==> src/rtl/id_stage_pipe_pkg.sv <==
`default_nettype none
// ============================================================================
// Module   : id_stage_pipe_pkg
// Purpose  : Shared MIPS decode encodings and ALU operation/result codes.
// Revision : 1.0 - initial release
// ============================================================================
package id_stage_pipe_pkg;

    localparam logic        RstEnable   = 1'b1;
    localparam logic [31:0] ZeroWord    = 32'h0000_0000;
    localparam logic [4:0]  NOPRegAddr  = 5'b00000;
    localparam logic        InstValid   = 1'b0;
    localparam logic        InstInValid = 1'b1;

    // Primary opcodes
    localparam logic [5:0] OP_SPECIAL = 6'b000000;
    localparam logic [5:0] OP_ANDI    = 6'b001100;
    localparam logic [5:0] OP_ORI     = 6'b001101;
    localparam logic [5:0] OP_XORI    = 6'b001110;
    localparam logic [5:0] OP_LUI     = 6'b001111;

    // SPECIAL funct codes
    localparam logic [5:0] FN_SLL = 6'b000000;
    localparam logic [5:0] FN_SRL = 6'b000010;
    localparam logic [5:0] FN_SRA = 6'b000011;
    localparam logic [5:0] FN_AND = 6'b100100;
    localparam logic [5:0] FN_OR  = 6'b100101;
    localparam logic [5:0] FN_XOR = 6'b100110;
    localparam logic [5:0] FN_NOR = 6'b100111;

    localparam logic [7:0] EXE_NOP_OP = 8'b00000000;
    localparam logic [7:0] EXE_AND_OP = 8'b00100100;
    localparam logic [7:0] EXE_OR_OP  = 8'b00100101;
    localparam logic [7:0] EXE_XOR_OP = 8'b00100110;
    localparam logic [7:0] EXE_NOR_OP = 8'b00100111;
    localparam logic [7:0] EXE_SLL_OP = 8'b01111100;
    localparam logic [7:0] EXE_SRL_OP = 8'b00000010;
    localparam logic [7:0] EXE_SRA_OP = 8'b00000011;

    localparam logic [2:0] EXE_RES_NOP   = 3'b000;
    localparam logic [2:0] EXE_RES_LOGIC = 3'b001;
    localparam logic [2:0] EXE_RES_SHIFT = 3'b010;

endpackage
`default_nettype wire

==> src/rtl/id_stage_pipe_if.sv <==
`default_nettype none
// ============================================================================
// Module   : id_stage_pipe_if
// Purpose  : ID/EX register bundle with its valid/ready handshake.
// Revision : 1.0 - initial release
// ============================================================================
interface id_stage_pipe_if #(
    parameter int DATA_W   = 32,
    parameter int PC_W     = 32,
    parameter int REG_AW   = 5,
    parameter int ALUOP_W  = 8,
    parameter int ALUSEL_W = 3
);
    logic                out_valid_o;
    logic                out_ready_i;
    logic [ALUOP_W-1:0]  aluop_o;
    logic [ALUSEL_W-1:0] alusel_o;
    logic [DATA_W-1:0]   reg1_o;
    logic [DATA_W-1:0]   reg2_o;
    logic [REG_AW-1:0]   wd_o;
    logic                wreg_o;
    logic [PC_W-1:0]     pc_o;
    logic                inst_invalid_o;

    modport master (
        output out_valid_o, aluop_o, alusel_o, reg1_o, reg2_o,
               wd_o, wreg_o, pc_o, inst_invalid_o,
        input  out_ready_i
    );

    modport slave (
        input  out_valid_o, aluop_o, alusel_o, reg1_o, reg2_o,
               wd_o, wreg_o, pc_o, inst_invalid_o,
        output out_ready_i
    );
endinterface
`default_nettype wire

==> src/rtl/id_stage_pipe_fwd_mux.sv <==
`default_nettype none
// ============================================================================
// Module   : id_fwd_mux
// Purpose  : Source-priority select for one decode operand.
// Revision : 1.0 - initial release
// ============================================================================
module id_fwd_mux #(
    parameter int DATA_W = 32,
    parameter int REG_AW = 5,
    parameter bit FWD_EN = 1'b1
) (
    input  wire logic              i_read_en,
    input  wire logic [REG_AW-1:0] i_addr,
    input  wire logic [DATA_W-1:0] i_rf_data,
    input  wire logic [DATA_W-1:0] i_imm,
    input  wire logic              i_ex_wreg,
    input  wire logic [REG_AW-1:0] i_ex_wd,
    input  wire logic [DATA_W-1:0] i_ex_wdata,
    input  wire logic              i_mem_wreg,
    input  wire logic [REG_AW-1:0] i_mem_wd,
    input  wire logic [DATA_W-1:0] i_mem_wdata,
    output logic      [DATA_W-1:0] o_data
);
    always_comb begin
        o_data = i_rf_data;
        if (!i_read_en) begin
            o_data = i_imm;
        end else if (i_addr == '0) begin
            o_data = '0;
        end else if (FWD_EN && i_ex_wreg && (i_ex_wd == i_addr)) begin
            o_data = i_ex_wdata;
        end else if (FWD_EN && i_mem_wreg && (i_mem_wd == i_addr)) begin
            o_data = i_mem_wdata;
        end
    end
endmodule
`default_nettype wire

==> src/rtl/id_stage_pipe.sv <==
`default_nettype none
// ============================================================================
// Module   : id_stage_pipe
// Purpose  : Registered MIPS decode stage with forwarding, load-use stall and flush.
// Revision : 1.0 - initial release
// ============================================================================
module id_stage_pipe
    import id_stage_pipe_pkg::*;
#(
    parameter int DATA_W   = 32,
    parameter int PC_W     = 32,
    parameter int REG_AW   = 5,
    parameter int ALUOP_W  = 8,
    parameter int ALUSEL_W = 3,
    parameter bit FWD_EN   = 1'b1
) (
    input  wire logic              clk,
    input  wire logic              rst,
    input  wire logic [PC_W-1:0]   pc_i,
    input  wire logic [31:0]       inst_i,
    input  wire logic              in_valid_i,
    output logic                   in_ready_o,
    input  wire logic              flush_i,
    output logic      [REG_AW-1:0] reg1_addr_o,
    output logic      [REG_AW-1:0] reg2_addr_o,
    output logic                   reg1_read_o,
    output logic                   reg2_read_o,
    input  wire logic [DATA_W-1:0] reg1_data_i,
    input  wire logic [DATA_W-1:0] reg2_data_i,
    input  wire logic              ex_wreg_i,
    input  wire logic [REG_AW-1:0] ex_wd_i,
    input  wire logic [DATA_W-1:0] ex_wdata_i,
    input  wire logic              ex_is_load_i,
    input  wire logic              mem_wreg_i,
    input  wire logic [REG_AW-1:0] mem_wd_i,
    input  wire logic [DATA_W-1:0] mem_wdata_i,
    id_stage_pipe_if.master        idex
);
    logic [5:0]          w_op;
    logic [5:0]          w_funct;
    logic [ALUOP_W-1:0]  w_aluop;
    logic [ALUSEL_W-1:0] w_alusel;
    logic                w_wreg;
    logic [REG_AW-1:0]   w_wd;
    logic                w_invalid;
    logic [DATA_W-1:0]   w_imm;
    logic [DATA_W-1:0]   w_reg1;
    logic [DATA_W-1:0]   w_reg2;
    logic                w_hazard;
    logic                w_load;
    logic                w_free;

    logic                r_valid;
    logic [ALUOP_W-1:0]  r_aluop;
    logic [ALUSEL_W-1:0] r_alusel;
    logic [DATA_W-1:0]   r_reg1;
    logic [DATA_W-1:0]   r_reg2;
    logic [REG_AW-1:0]   r_wd;
    logic                r_wreg;
    logic [PC_W-1:0]     r_pc;
    logic                r_invalid;

    assign w_op        = inst_i[31:26];
    assign w_funct     = inst_i[5:0];
    assign reg1_addr_o = REG_AW'(inst_i[25:21]);
    assign reg2_addr_o = REG_AW'(inst_i[20:16]);

    always_comb begin
        w_aluop     = ALUOP_W'(EXE_NOP_OP);
        w_alusel    = ALUSEL_W'(EXE_RES_NOP);
        w_wreg      = 1'b0;
        w_wd        = REG_AW'(NOPRegAddr);
        w_invalid   = InstInValid;
        w_imm       = '0;
        reg1_read_o = 1'b0;
        reg2_read_o = 1'b0;
        case (w_op)
            OP_ORI, OP_ANDI, OP_XORI, OP_LUI: begin
                w_wreg      = 1'b1;
                w_wd        = REG_AW'(inst_i[20:16]);
                w_invalid   = InstValid;
                w_alusel    = ALUSEL_W'(EXE_RES_LOGIC);
                reg1_read_o = 1'b1;
                w_imm       = DATA_W'(inst_i[15:0]);
                case (w_op)
                    OP_ANDI: w_aluop = ALUOP_W'(EXE_AND_OP);
                    OP_XORI: w_aluop = ALUOP_W'(EXE_XOR_OP);
                    default: w_aluop = ALUOP_W'(EXE_OR_OP);
                endcase
                // LUI is an OR of rs (normally $0) with the upper-placed immediate.
                if (w_op == OP_LUI) begin
                    w_imm = DATA_W'({inst_i[15:0], 16'h0000});
                end
            end
            OP_SPECIAL: begin
                case (w_funct)
                    FN_AND, FN_OR, FN_XOR, FN_NOR: begin
                        w_wreg      = 1'b1;
                        w_wd        = REG_AW'(inst_i[15:11]);
                        w_invalid   = InstValid;
                        w_alusel    = ALUSEL_W'(EXE_RES_LOGIC);
                        reg1_read_o = 1'b1;
                        reg2_read_o = 1'b1;
                        case (w_funct)
                            FN_AND:  w_aluop = ALUOP_W'(EXE_AND_OP);
                            FN_OR:   w_aluop = ALUOP_W'(EXE_OR_OP);
                            FN_XOR:  w_aluop = ALUOP_W'(EXE_XOR_OP);
                            default: w_aluop = ALUOP_W'(EXE_NOR_OP);
                        endcase
                    end
                    FN_SLL, FN_SRL, FN_SRA: begin
                        w_wreg      = 1'b1;
                        w_wd        = REG_AW'(inst_i[15:11]);
                        w_invalid   = InstValid;
                        w_alusel    = ALUSEL_W'(EXE_RES_SHIFT);
                        reg2_read_o = 1'b1;
                        w_imm       = DATA_W'(inst_i[10:6]);
                        case (w_funct)
                            FN_SLL:  w_aluop = ALUOP_W'(EXE_SLL_OP);
                            FN_SRL:  w_aluop = ALUOP_W'(EXE_SRL_OP);
                            default: w_aluop = ALUOP_W'(EXE_SRA_OP);
                        endcase
                    end
                    default: ;
                endcase
            end
            default: ;
        endcase
    end

    id_fwd_mux #(.DATA_W(DATA_W), .REG_AW(REG_AW), .FWD_EN(FWD_EN)) u_fwd1 (
        .i_read_en (reg1_read_o), .i_addr(reg1_addr_o), .i_rf_data(reg1_data_i), .i_imm(w_imm),
        .i_ex_wreg (ex_wreg_i),   .i_ex_wd(ex_wd_i),    .i_ex_wdata(ex_wdata_i),
        .i_mem_wreg(mem_wreg_i),  .i_mem_wd(mem_wd_i),  .i_mem_wdata(mem_wdata_i),
        .o_data    (w_reg1)
    );

    id_fwd_mux #(.DATA_W(DATA_W), .REG_AW(REG_AW), .FWD_EN(FWD_EN)) u_fwd2 (
        .i_read_en (reg2_read_o), .i_addr(reg2_addr_o), .i_rf_data(reg2_data_i), .i_imm(w_imm),
        .i_ex_wreg (ex_wreg_i),   .i_ex_wd(ex_wd_i),    .i_ex_wdata(ex_wdata_i),
        .i_mem_wreg(mem_wreg_i),  .i_mem_wd(mem_wd_i),  .i_mem_wdata(mem_wdata_i),
        .o_data    (w_reg2)
    );

    // A load result is not available until it leaves EX, so forwarding cannot cover it.
    assign w_hazard = ex_is_load_i && ex_wreg_i && (ex_wd_i != '0) &&
                      ((reg1_read_o && (ex_wd_i == reg1_addr_o)) ||
                       (reg2_read_o && (ex_wd_i == reg2_addr_o)));

    assign w_free     = !r_valid || idex.out_ready_i;
    assign in_ready_o = w_free && !w_hazard && !flush_i;
    assign w_load     = in_valid_i && in_ready_o;

    always_ff @(posedge clk or posedge rst) begin
        if (rst) begin
            r_valid   <= 1'b0;
            r_aluop   <= ALUOP_W'(EXE_NOP_OP);
            r_alusel  <= ALUSEL_W'(EXE_RES_NOP);
            r_reg1    <= '0;
            r_reg2    <= '0;
            r_wd      <= '0;
            r_wreg    <= 1'b0;
            r_pc      <= '0;
            r_invalid <= 1'b0;
        end else if (flush_i) begin
            r_valid <= 1'b0;
            r_wreg  <= 1'b0;
        end else if (w_load) begin
            r_valid   <= 1'b1;
            r_aluop   <= w_aluop;
            r_alusel  <= w_alusel;
            r_reg1    <= w_reg1;
            r_reg2    <= w_reg2;
            r_wd      <= w_wd;
            r_wreg    <= w_wreg;
            r_pc      <= pc_i;
            r_invalid <= w_invalid;
        end else if (w_free) begin
            r_valid <= 1'b0;
            r_wreg  <= 1'b0;
        end
    end

    assign idex.out_valid_o    = r_valid;
    assign idex.aluop_o        = r_aluop;
    assign idex.alusel_o       = r_alusel;
    assign idex.reg1_o         = r_reg1;
    assign idex.reg2_o         = r_reg2;
    assign idex.wd_o           = r_wd;
    assign idex.wreg_o         = r_wreg;
    assign idex.pc_o           = r_pc;
    assign idex.inst_invalid_o = r_invalid;
endmodule
`default_nettype wire
==> src/flat_wrapper.sv <==
// flat-port wrapper written by rule: the top's interface ports become plain ports
module id_stage_pipe_flat import id_stage_pipe_pkg::*;
#(
    parameter int DATA_W   = 32,
    parameter int PC_W     = 32,
    parameter int REG_AW   = 5,
    parameter int ALUOP_W  = 8,
    parameter int ALUSEL_W = 3,
    parameter bit FWD_EN   = 1'b1
)
  (clk, rst, pc_i, inst_i, in_valid_i, in_ready_o, flush_i, reg1_addr_o, reg2_addr_o, reg1_read_o, reg2_read_o, reg1_data_i, reg2_data_i, ex_wreg_i, ex_wd_i, ex_wdata_i, ex_is_load_i, mem_wreg_i, mem_wd_i, mem_wdata_i, idex_out_valid_o, idex_aluop_o, idex_alusel_o, idex_reg1_o, idex_reg2_o, idex_wd_o, idex_wreg_o, idex_pc_o, idex_inst_invalid_o, idex_out_ready_i);
  id_stage_pipe_if #(.DATA_W(DATA_W), .PC_W(PC_W), .REG_AW(REG_AW), .ALUOP_W(ALUOP_W), .ALUSEL_W(ALUSEL_W)) idex_i ();
  input  wire logic clk;
  input  wire logic rst;
  input  wire logic [PC_W-1:0] pc_i;
  input  wire logic [31:0] inst_i;
  input  wire logic in_valid_i;
  output logic in_ready_o;
  input  wire logic flush_i;
  output logic      [REG_AW-1:0] reg1_addr_o;
  output logic      [REG_AW-1:0] reg2_addr_o;
  output logic reg1_read_o;
  output logic reg2_read_o;
  input  wire logic [DATA_W-1:0] reg1_data_i;
  input  wire logic [DATA_W-1:0] reg2_data_i;
  input  wire logic ex_wreg_i;
  input  wire logic [REG_AW-1:0] ex_wd_i;
  input  wire logic [DATA_W-1:0] ex_wdata_i;
  input  wire logic ex_is_load_i;
  input  wire logic mem_wreg_i;
  input  wire logic [REG_AW-1:0] mem_wd_i;
  input  wire logic [DATA_W-1:0] mem_wdata_i;
  output wire logic [$bits(idex_i.out_valid_o)-1:0] idex_out_valid_o;
  output wire logic [$bits(idex_i.aluop_o)-1:0] idex_aluop_o;
  output wire logic [$bits(idex_i.alusel_o)-1:0] idex_alusel_o;
  output wire logic [$bits(idex_i.reg1_o)-1:0] idex_reg1_o;
  output wire logic [$bits(idex_i.reg2_o)-1:0] idex_reg2_o;
  output wire logic [$bits(idex_i.wd_o)-1:0] idex_wd_o;
  output wire logic [$bits(idex_i.wreg_o)-1:0] idex_wreg_o;
  output wire logic [$bits(idex_i.pc_o)-1:0] idex_pc_o;
  output wire logic [$bits(idex_i.inst_invalid_o)-1:0] idex_inst_invalid_o;
  input wire logic [$bits(idex_i.out_ready_i)-1:0] idex_out_ready_i;
  assign idex_out_valid_o = idex_i.out_valid_o;
  assign idex_aluop_o = idex_i.aluop_o;
  assign idex_alusel_o = idex_i.alusel_o;
  assign idex_reg1_o = idex_i.reg1_o;
  assign idex_reg2_o = idex_i.reg2_o;
  assign idex_wd_o = idex_i.wd_o;
  assign idex_wreg_o = idex_i.wreg_o;
  assign idex_pc_o = idex_i.pc_o;
  assign idex_inst_invalid_o = idex_i.inst_invalid_o;
  assign idex_i.out_ready_i = idex_out_ready_i;
  id_stage_pipe #(.DATA_W(DATA_W), .PC_W(PC_W), .REG_AW(REG_AW), .ALUOP_W(ALUOP_W), .ALUSEL_W(ALUSEL_W), .FWD_EN(FWD_EN)) u_core (.clk(clk), .rst(rst), .pc_i(pc_i), .inst_i(inst_i), .in_valid_i(in_valid_i), .in_ready_o(in_ready_o), .flush_i(flush_i), .reg1_addr_o(reg1_addr_o), .reg2_addr_o(reg2_addr_o), .reg1_read_o(reg1_read_o), .reg2_read_o(reg2_read_o), .reg1_data_i(reg1_data_i), .reg2_data_i(reg2_data_i), .ex_wreg_i(ex_wreg_i), .ex_wd_i(ex_wd_i), .ex_wdata_i(ex_wdata_i), .ex_is_load_i(ex_is_load_i), .mem_wreg_i(mem_wreg_i), .mem_wd_i(mem_wd_i), .mem_wdata_i(mem_wdata_i), .idex(idex_i));
endmodule
==> config.mk <==
export PLATFORM = sky130hd
export DESIGN_NAME = id_stage_pipe_flat
export DESIGN_NICKNAME = d
export VERILOG_FILES = /design/src/rtl/id_stage_pipe_pkg.sv /design/src/rtl/id_stage_pipe_if.sv /design/src/rtl/id_stage_pipe_fwd_mux.sv /design/src/rtl/id_stage_pipe.sv /design/src/flat_wrapper.sv
export SDC_FILE = /design/constraint.sdc
export NUM_CORES = 1
export LEC_CHECK = 0
export CAP_MARGIN = 15
export CORE_MARGIN = 2
export CORE_UTILIZATION = 46
export DETAILED_ROUTE_END_ITERATION = 16
export HOLD_SLACK_MARGIN = 0.1
export PLACE_DENSITY = 0.87
export SLEW_MARGIN = 10
export SYNTH_ARGS = -nofsm -noshare
export SYNTH_HDL_FRONTEND = slang
export SYNTH_HIERARCHICAL = 1
export SYNTH_SLANG_ARGS = --single-unit
==> constraint.sdc <==
create_clock -name clk -period 6.14 [get_ports clk]
set_clock_uncertainty 0.05 [all_clocks]
set_input_delay 1.228 -clock clk [delete_from_list [all_inputs] [get_ports clk]]
set_output_delay 1.228 -clock clk [all_outputs]
set_load 0.005 [all_outputs]
# Yosys cells after proc, flatten, opt, wreduce, memory -nomap -nowiden
# Index checks and enable logic that the tools add are counted.
[classes] n_eq_ne=14 mux=32 bitwise=1 reduce_logical=28
[op_table] op="two-way mux 32 bit" count=9
[op_table] op="one-hot mux 32 bit (2 select lines)" count=1
[op_table] op="one-hot mux 8 bit (2 select lines)" count=2
[op_table] op="equality test 6 x 4 -> 1 bit, second input constant" count=4
[op_table] op="equality test 6 bit, second input constant" count=4
[op_table] op="equality test 5 bit" count=4
[op_table] op="one-hot mux 7 bit (2 select lines)" count=1
[op_table] op="equality test 6 x 2 -> 1 bit, second input constant" count=2
[op_table] op="logical AND 1 bit" count=12
[op_table] op="logical NOT 6 bit" count=2
[op_table] op="logical NOT 5 bit" count=2
[op_table] op="two-way mux 5 bit" count=2
[op_table] op="one-hot mux 5 bit (2 select lines)" count=1
[op_table] op="two-way mux 1 bit" count=9
[op_table] op="one-hot mux 2 bit (2 select lines)" count=2
[op_table] op="OR reduction 4 bit" count=2
[op_table] op="OR reduction 7 bit" count=1
[op_table] op="one-hot mux 1 bit (2 select lines)" count=3
[op_table] op="one-hot mux 2 bit (3 select lines)" count=1
[op_table] op="one-hot mux 3 bit (2 select lines)" count=1
[op_table] op="nonzero test 5 bit" count=1
[op_table] op="logical NOT 1 bit" count=3
[op_table] op="nonzero test 3 bit" count=1
[op_table] op="OR reduction 3 bit" count=1
[op_table] op="other kinds (3)" count=4
[word_totals] ff_bits=115 out_inout_bits=128 word_cells=84

# Longest topological paths before layout
# Gate-level depths: netlist (run 1).
[logic_depth] ltp_word=13 depth_mapped=9

# By module
# The synthesis (run 1) kept the hierarchy.
[modules_own_cells] module="id_stage_pipe" n_inst=1 cells_each=346 area_each_um2=5303.8 seq_area_each_um2=2752.6
[modules_own_cells] module="id_fwd_mux" n_inst=2 cells_each=159 area_each_um2=1119.8 seq_area_each_um2=0.0

# Worst setup path before layout (run 1)
# Ideal clock, no wire load.
[synth_timing] path_type="in2out" start="input port inst_i[26]" end="output port in_ready_o" arrival_time_ns=2.493 setup_slack_ns=2.369 path_stages=4 path_buffers=0 cell_sequence="nor4_1 nand3_1 a21oi_2 a21oi_1"
[synth_via] elab_cells_between_ends=15
[synth_rtl] element="start: declaration" line="flat_wrapper.sv:16" text="input wire logic [31:0] inst_i;"
[synth_rtl] element="logical NOT 6 bit" line="id_stage_pipe.sv:77" text="case (w_op)"
[synth_rtl] element="two-way mux 1 bit" line="id_stage_pipe.sv:77"
[synth_rtl] element="named net reg2_read_o" line="flat_wrapper.sv:23" text="output logic reg2_read_o;"
[synth_rtl] element="logical AND 1 bit" line="id_stage_pipe.sv:148" text="(reg2_read_o && (ex_wd_i == reg2_addr_o)));"
[synth_rtl] element="logical OR 1 bit" line="id_stage_pipe.sv:147" text="((reg1_read_o && (ex_wd_i == reg1_addr_o)) ||"
[synth_rtl] element="logical AND 1 bit" line="id_stage_pipe.sv:146" text="assign w_hazard = ex_is_load_i && ex_wreg_i && (ex_wd_i != '0) &&"
[synth_rtl] element="logical NOT 1 bit" line="id_stage_pipe.sv:151" text="assign in_ready_o = w_free && !w_hazard && !flush_i;"
[synth_rtl] element="logical AND 1 bit (2 in series)" line="id_stage_pipe.sv:151"
[synth_rtl] element="end: declaration" line="flat_wrapper.sv:18" text="output logic in_ready_o;"
# The timed path passes the listed nets, and every way through them passes these cells.

# Final worst setup path (run 1)
[layout_timing] start="input port inst_i[5]" end="output port in_ready_o"
[layout_via] elab_chain_cells=10 elab_cells_between_ends=20
[layout_rtl] element="equality test 6 bit (tied with other cells)" line="id_stage_pipe.sv:96" text="case (w_funct)"
[layout_rtl] element="OR reduction 4 bit / OR reduction 7 bit (equally long branches)"
[layout_rtl] element="two-way mux 1 bit" line="id_stage_pipe.sv:96"
[layout_rtl] element="one-hot mux 1 bit (2 select lines) / two-way mux 1 bit (equally long branches)" line="id_stage_pipe.sv:77"
[layout_rtl] element="logical AND 1 bit (on tied branches)" line="id_stage_pipe.sv:147, id_stage_pipe.sv:148"
[layout_rtl] element="logical OR 1 bit *" line="id_stage_pipe.sv:147"
[layout_rtl] element="logical AND 1 bit *" line="id_stage_pipe.sv:146"
[layout_rtl] element="logical NOT 1 bit *" line="id_stage_pipe.sv:151"
[layout_rtl] element="logical AND 1 bit * (2 in series)" line="id_stage_pipe.sv:151"
# Mark *: on every way between the ends. The rest lies on a longest branch, timed or not.

==> results of run 1 <==
-- metal layers --
metal	up-vias	global-route usage, %
met4	0	11.2
met2	299	52.0
met1	3204	35.7
met3	49	5.84
li1	2947	-
met5	-	0
-- layout make-up --
type	instances	area, um2	share of cell area, %
clock buffer	11	243	2.21
clock inverter	5	65.1	0.591
timing repair buffer	344	3450	31.3
tap	216	270	2.46
multi-input combinational	495	4210	38.3
sequential	110	2750	25.0
inverter	4	17.5	0.159
-- through the flow --
stage	hold slack (ps)	worst slack, ps	power (mW)	cell area (um2)	instances
after floorplan	433	1960	1.03	7550	665
after global placement	418	1100	1.31	10700	1168
after detailed placement	427	1090	1.33	10700	1168
after CTS	453	1070	1.95	11000	1184
after global routing	470	938	2.01	11000	1185
final	451	975	1.94	11000	1185
-- report_power, final --
part	leakage (nW)	total [mW]	switching, mW	internal [mW]
Sequential	1.45	0.811	0.0331	0.778
Combinational	2.94	0.506	0.176	0.330
Clock	0.151	0.621	0.288	0.333
-- flip-flops by register name, summed over array words and instances (netlist names) --
name / cells
u_core/idex.out_valid_o: 1
u_core/idex.wreg_o: 1
u_core/idex.alusel_o: 2
u_core/idex.wd_o: 5
u_core/idex.pc_o: 32
u_core/idex.inst_invalid_o: 1
u_core/idex.reg1_o: 32
u_core/idex.aluop_o: 4
u_core/idex.reg2_o: 32
-- worst reg2reg max path: stages (launching register included) --
cell and delay (ps):
dfrtp_1 380, nor2b_1 140, or3_4 380, a211oi_4 450, buf_12 420, mux2_2 470
-- placed cells by master, fill, tap and decap left out, types with 5 or more instances in the layout --
master and n:
a22o_1 12, and2_1 28, clkbuf_16 9, nor2_1 7, dfrtp_1 110, a21oi_1 67
nand2_1 8, buf_4 7, clkdlybuf4s50_1 335, nand3_1 5, nor4_1 5, mux2_2 10
o21ai_1 60, mux2_1 8, mux2i_1 64, o21ai_0 7, mux2_4 90, nor2b_1 66
xnor2_1 21, xor2_1 10
-- logic make-up (layout without fill, tap and decap cells) --
kind of cell,after synthesis,count (layout),synth area share [%]
buf+inv,60,364,8.08
simple gates,135,135,10.9
mux,172,172,29.1
compound gates,155,155,11.7
flops,110,110,36.5
other cells,1,2,0.0497
xor+xnor,31,31,3.60
-- worst min path at each step --
stage                                             startpoint                            endpoint  slack (ps)  cells after the start
after detailed placement  u_core/idex.reg1_o[22]$_DFFE_PP0P_  u_core/idex.reg1_o[22]$_DFFE_PP0P_         430                      1
after CTS                 u_core/idex.reg1_o[22]$_DFFE_PP0P_  u_core/idex.reg1_o[22]$_DFFE_PP0P_         450                      1
after floorplan           u_core/idex.reg1_o[19]$_DFFE_PP0P_  u_core/idex.reg1_o[19]$_DFFE_PP0P_         430                      1
final                     u_core/idex.reg1_o[20]$_DFFE_PP0P_  u_core/idex.reg1_o[20]$_DFFE_PP0P_         450                      1
after global routing      u_core/idex.reg1_o[24]$_DFFE_PP0P_  u_core/idex.reg1_o[24]$_DFFE_PP0P_         470                      1
after global placement    u_core/idex.reg1_o[20]$_DFFE_PP0P_  u_core/idex.reg1_o[20]$_DFFE_PP0P_         420                      1
==> flow_summary_export.csv, run 1 <==
group,metric,value,unit
critical_path,cpMostUsedCell,"clkdlybuf4s50_1",
logic_synthesis,ys_warn_count,6,
outcome,outcome,"finished, final reports clean",
timing,worst_pin_slew,1180,ps
clock_tree,clk_pin_slew,80,ps
logic_synthesis,synth.most_common_cell,"dfrtp_1",
floorplan,die_area,17400,um2
critical_path,r2r_setup_slack,3730,ps
logic_synthesis,synth_top_area_cell,"dfrtp_1",
logic_synthesis,synth_seq_cells,110,
drt,vias,6499,
logic_synthesis,avgSynthCellArea,11.4,um2
global_route,grt_antenna_before_repair,0,
floorplan,initial_utilization,47.3,%
logic_synthesis,synth_area,7540,um2
timing,post-route-period-util,84.1,%
critical_path,cpMaxStageDelayCell,"nor4bb_1",
drt,highest_layer,"met4",
clock_tree,cts_root_buf,"clkbuf_16",
timing,rsz0062_at_grt,"false",
finish,finalCoreUtilization,69.0,%
timing,setup_tns,0,ps
timing,setup_violations,0,
logic_synthesis,synthFlopType,"dfrtp_1",
timing,max_freq,194,MHz
clock_tree,cts_buffers,9,
floorplan,rows,46,
critical_path,crit_cells,7,
logic_synthesis,ys_seq_area_share,36.5,%
drt,drtIter0Drc,377,
clock_tree,clk_latency,350,ps
floorplan,core,15900,um2
clock_tree,clock-sinks,110,
drt,ant_nets,0,
critical_path,crit_chain,"clkdlybuf4s50_1, nor4bb_1, o211ai_1, nor4_1, or3_4, a21oi_1, clkdlybuf4s50_1",
drt,wl,26000,um
critical_path,r2r_cells,5,
clock_tree,tritoncts,"built",
finish,area_delta_synth_final,45.9,%
logic_synthesis,synth_common_cells,"dfrtp_1 (110), mux2_4 (90), a21oi_1 (67), nor2b_1 (66), mux2i_1 (64)",
placement,port-buffer-count,335,
flow_run,cap_violations,0,
critical_path,path_delay_family,"simple AND/OR/NAND/NOR gates",
floorplan,die_height,132,um
critical_path,crit_arrival,3890,ps
global_route,grt_start_max_net_pins,63,
clock_tree,clockBufferDepth,2,
critical_path,end_kind,"primary output",
critical_path,rr_startpoint,"u_core/idex.out_valid_o$_DFFE_PP0P_",
drt,routed-wl-met3,1620,um
critical_path,cp-startpoint,"inst_i[5]",
finish,n_fill_cell,1214,
global_route,grt_first_pass_wirelength,40000,um
drt,wl_per_cell,21.9,um
finish,antenna_cells,0,
critical_path,path_class,"in2out",
logic_synthesis,synthTopCellsByArea,"dfrtp_1 (36%), mux2_4 (18%), mux2i_1 (8.5%)",
drt,met1_length,10500,um
timing,finalCriticalPeriod,5160,ps
global_route,grt_pass1_vias,6860,
logic_synthesis,synthArstFlopShare,100,%
logic_synthesis,post_synth_num_cell_types,41,
clock_tree,cts_resized,0,
drt,met2_length,13100,um
clock_tree,cts_setup_buffers,0,
timing,drv_slew,0,
global_route,grt_remaining_overflow,0,
clock_tree,cts.htree.levels,3,
critical_path,crit_path_max_fanout,6,
floorplan,io_pins,338,
logic_synthesis,synth_edf_count,0,
critical_path,crit_path_end,"in_ready_o",
drt,drc,0,
clock_tree,ctsHoldBuffers,0,
critical_path,worst_ep_required_time,4860,ps
power,p_leak,4.55,nW
min_path,hold_path_class,"reg2reg",
placement,post-dp-hpwl,19100,um
critical_path,cpPeakStageDelay,790,ps
timing,slew_headroom,21.2,%
logic_synthesis,synthCells,664,
global_route,grtUsageTotal,29.6,%
power,power_density,176,nW/um2
power,ir_drop,128,uV
critical_path,cp-start-kind,"primary input",
drt,avgViaCountPerCell,5.48,
floorplan,die_x,132,um
finish,drive_above_1_share,14.3,%
placement,globalplace.congestion,0.894,
critical_path,timing.rr.end,"u_core/idex.reg1_o[16]$_DFFE_PP0P_",
logic_synthesis,synth_top_area_share,36.5,%
drt,dr.pass1.iters,5,
critical_path,crit_buf_inv,2,
finish,fin_nets,1174,
timing,hold_violations,0,
Note: power is estimated with default switching activity, not from simulation.
==> inputs of run 2 (changes only) <==
Settings changed: CORE_UTILIZATION 46 to 39, PLACE_DENSITY 0.87 to 0.79.
Clock period 6.14 ns to 4.5 ns, I/O delays scaled along.
==> run 2 against run 1 <==
Effect of this change:
- die area rose by 17%
- routed wire length fell by 0.90%
- flip-flop and latch count did not move
- global-route usage fell by 4.6 points
- non-clock buffer count rose by 16
- largest power group unchanged
- highest routed layer unchanged
- register-to-register slack got worse by 1400 ps
- combinational power rose by 38%
- utilization fell by 9.6 points
- clock power rose by 29%
- final area rose by 1.7%
- largest cell class unchanged
==> flow_summary_export.csv, run 2 (synthesis gave the netlist of run 1 again) <==
group,metric,value,unit
timing,rsz0062_at_grt,"false",
floorplan,die_area,20500,um2
global_route,grt_remaining_overflow,0,
clock_tree,clk_latency,350,ps
power,p_comb_share,26.7,%
drt,avgViaCountPerCell,5.11,
drt,drc,0,
finish,antenna_cells,0,
placement,post-dp-hpwl,19700,um
power,power_switching,0.694,mW
timing,drv_slew,0,
floorplan,initial_utilization,40.1,%
global_route,grt_start_max_net_pins,68,
finish,final_cell_mix,"clkdlybuf4s50_1 (335), dfrtp_1 (110), mux2_4 (90)",
placement,port-buffer-count,335,
clock_tree,cts_setup_buffers,0,
clock_tree,tritoncts,"built",
timing,setup_violations,0,
power,ir_drop,165,uV
drt,drtIter0Drc,264,
clock_tree,cts_buffers,9,
global_route,grt_pass1_vias,6732,
drt,wl_per_cell,20.7,um
clock_tree,clock-sinks,110,
drt,wl,25800,um
global_route,grt_antenna_before_repair,0,
global_route,grt_use_met3,4.96,%
drt,dr.pass1.iters,5,
floorplan,io_pins,338,
clock_tree,cts.htree.levels,3,
finish,fin_nets,1190,
timing,slew_headroom,27.6,%
clock_tree,ctsHoldBuffers,0,
finish,area_delta_synth_final,48.4,%
power,power_density,233,nW/um2
global_route,use_met1,31.2,%
finish,drive_above_1_share,15.8,%
timing,setup_tns,0,ps
timing,max_freq,237,MHz
critical_path,worst_ep_required_time,3550,ps
power,pwr-share-clk,30.9,%
floorplan,die_height,143,um
timing,worst_pin_slew,1090,ps
timing,hold_violations,0,
floorplan,rows,50,
clock_tree,cts_resized,0,
clock_tree,clk_pin_slew,80,ps
min_path,hold_path_class,"reg2reg",
global_route,grt_first_pass_wirelength,39000,um
critical_path,crit_path_max_fanout,5,
clock_tree,cts_root_buf,"clkbuf_16",
critical_path,path_class,"in2out",
global_route,busiest_layer,"met2",
power,intPower,1.91,mW
power,switching_share,26.6,%
global_route,grt_util_met2,42.9,%
global_route,grtUsageTotal,24.9,%
clock_tree,clockBufferDepth,2,
drt,ant_nets,0,
floorplan,core,18800,um2
critical_path,cp-start-kind,"primary input",
power,p_leak,4.63,nW
drt,vias,6366,
finish,final_common_cell,"clkdlybuf4s50_1",
floorplan,die_x,143,um
power,design_power_total,2.61,mW
timing,finalCriticalPeriod,4220,ps
critical_path,crit_arrival,3270,ps
critical_path,end_kind,"primary output",
placement,globalplace.congestion,0.859,
outcome,outcome,"finished, final reports clean",
power,seq_power_share,42.4,%
timing,post-route-period-util,93.7,%
flow_run,cap_violations,0,
==> run 2: changes by cell type in the layout (fill, tap and decap cells not counted) <==
| cell | before | now |
|---|---|---|
| buf_12 | 2 | 4 |
| buf_4 | 7 | 21 |
| bufinv_16 | 1 | 0 |
| clkbuf_8 | 1 | 0 |
| clkinv_4 | 2 | 1 |
| clkinv_8 | 0 | 1 |
| inv_6 | 2 | 3 |
| inv_8 | 0 | 1 |
| nand2_1 | 8 | 7 |
| nand2_2 | 0 | 1 |
==> run 2: layout make-up <==
class / count / area (um2)
Clock buffer: 10 / 229
Multi-Input combinational cell: 495 / 4220
Timing Repair Buffer: 360 / 3590
Sequential cell: 110 / 2750
Clock inverter: 6 / 62.6
Fill cell: 1621 / 7640
Tap cell: 260 / 325
Inverter: 4 / 17.5
==> run 2: path summary, 6_finish.rpt <==
check                                                         start  cells after the start                                 end  slack, ps
worst min register to register   u_core/idex.reg1_o[22]$_DFFE_PP0P_                      1  u_core/idex.reg1_o[22]$_DFFE_PP0P_        440
worst min-delay path             u_core/idex.reg1_o[22]$_DFFE_PP0P_                      1  u_core/idex.reg1_o[22]$_DFFE_PP0P_        440
min in group asynchronous                                       rst                      2    u_core/idex.pc_o[25]$_DFFE_PP0P_       1030
worst max register to register  u_core/idex.out_valid_o$_DFFE_PP0P_                      6   u_core/idex.reg2_o[9]$_DFFE_PP0P_       2300
worst max-delay path                                     ex_wd_i[3]                      7                          in_ready_o        280
max in group asynchronous                                       rst                      3  u_core/idex.reg1_o[22]$_DFFE_PP0P_       2480
==> run 2: metrics by stage <==
stage,area [um2],setup WS (ps),instances,hold WS (ps),utilization [%]
after floorplan,7550,648,665,433,-
after global placement,10900,354,1229,419,57.9
after detailed placement,10900,310,1229,424,57.9
after CTS,11200,292,1245,441,59.4
after global routing,11200,185,1245,462,59.4
final,11200,284,1245,439,59.4
==> run 2: metal layers <==
layer / wire, um / up-vias / part of all wire [%]
met4: 689 / 0 / 2.7
met5: 0 / - / 0
met2: 12800 / 236 / 50
met1: 10600 / 3111 / 41
met3: 1690 / 47 / 6.6
li1: - / 2972 / -
==> run 2: critical path, stage by stage <==
cell and delay (ps):
clkdlybuf4s50_1 520, or4_1 540, o211ai_2 180, nor4_1 80
or3_4 360, a21oi_1 150, clkdlybuf4s50_1 530
==> run 2: power groups by stage <==
stage	clock network, mW	registers (mW)	logic (mW)
2_1_floorplan	0	1.12	0.279
3_3_place_gp	0	1.12	0.688
3_5_place_dp	0	1.12	0.698
4_1_cts	0.825	1.11	0.702
5_1_grt	0.864	1.11	0.740
6_report	0.804	1.11	0.696
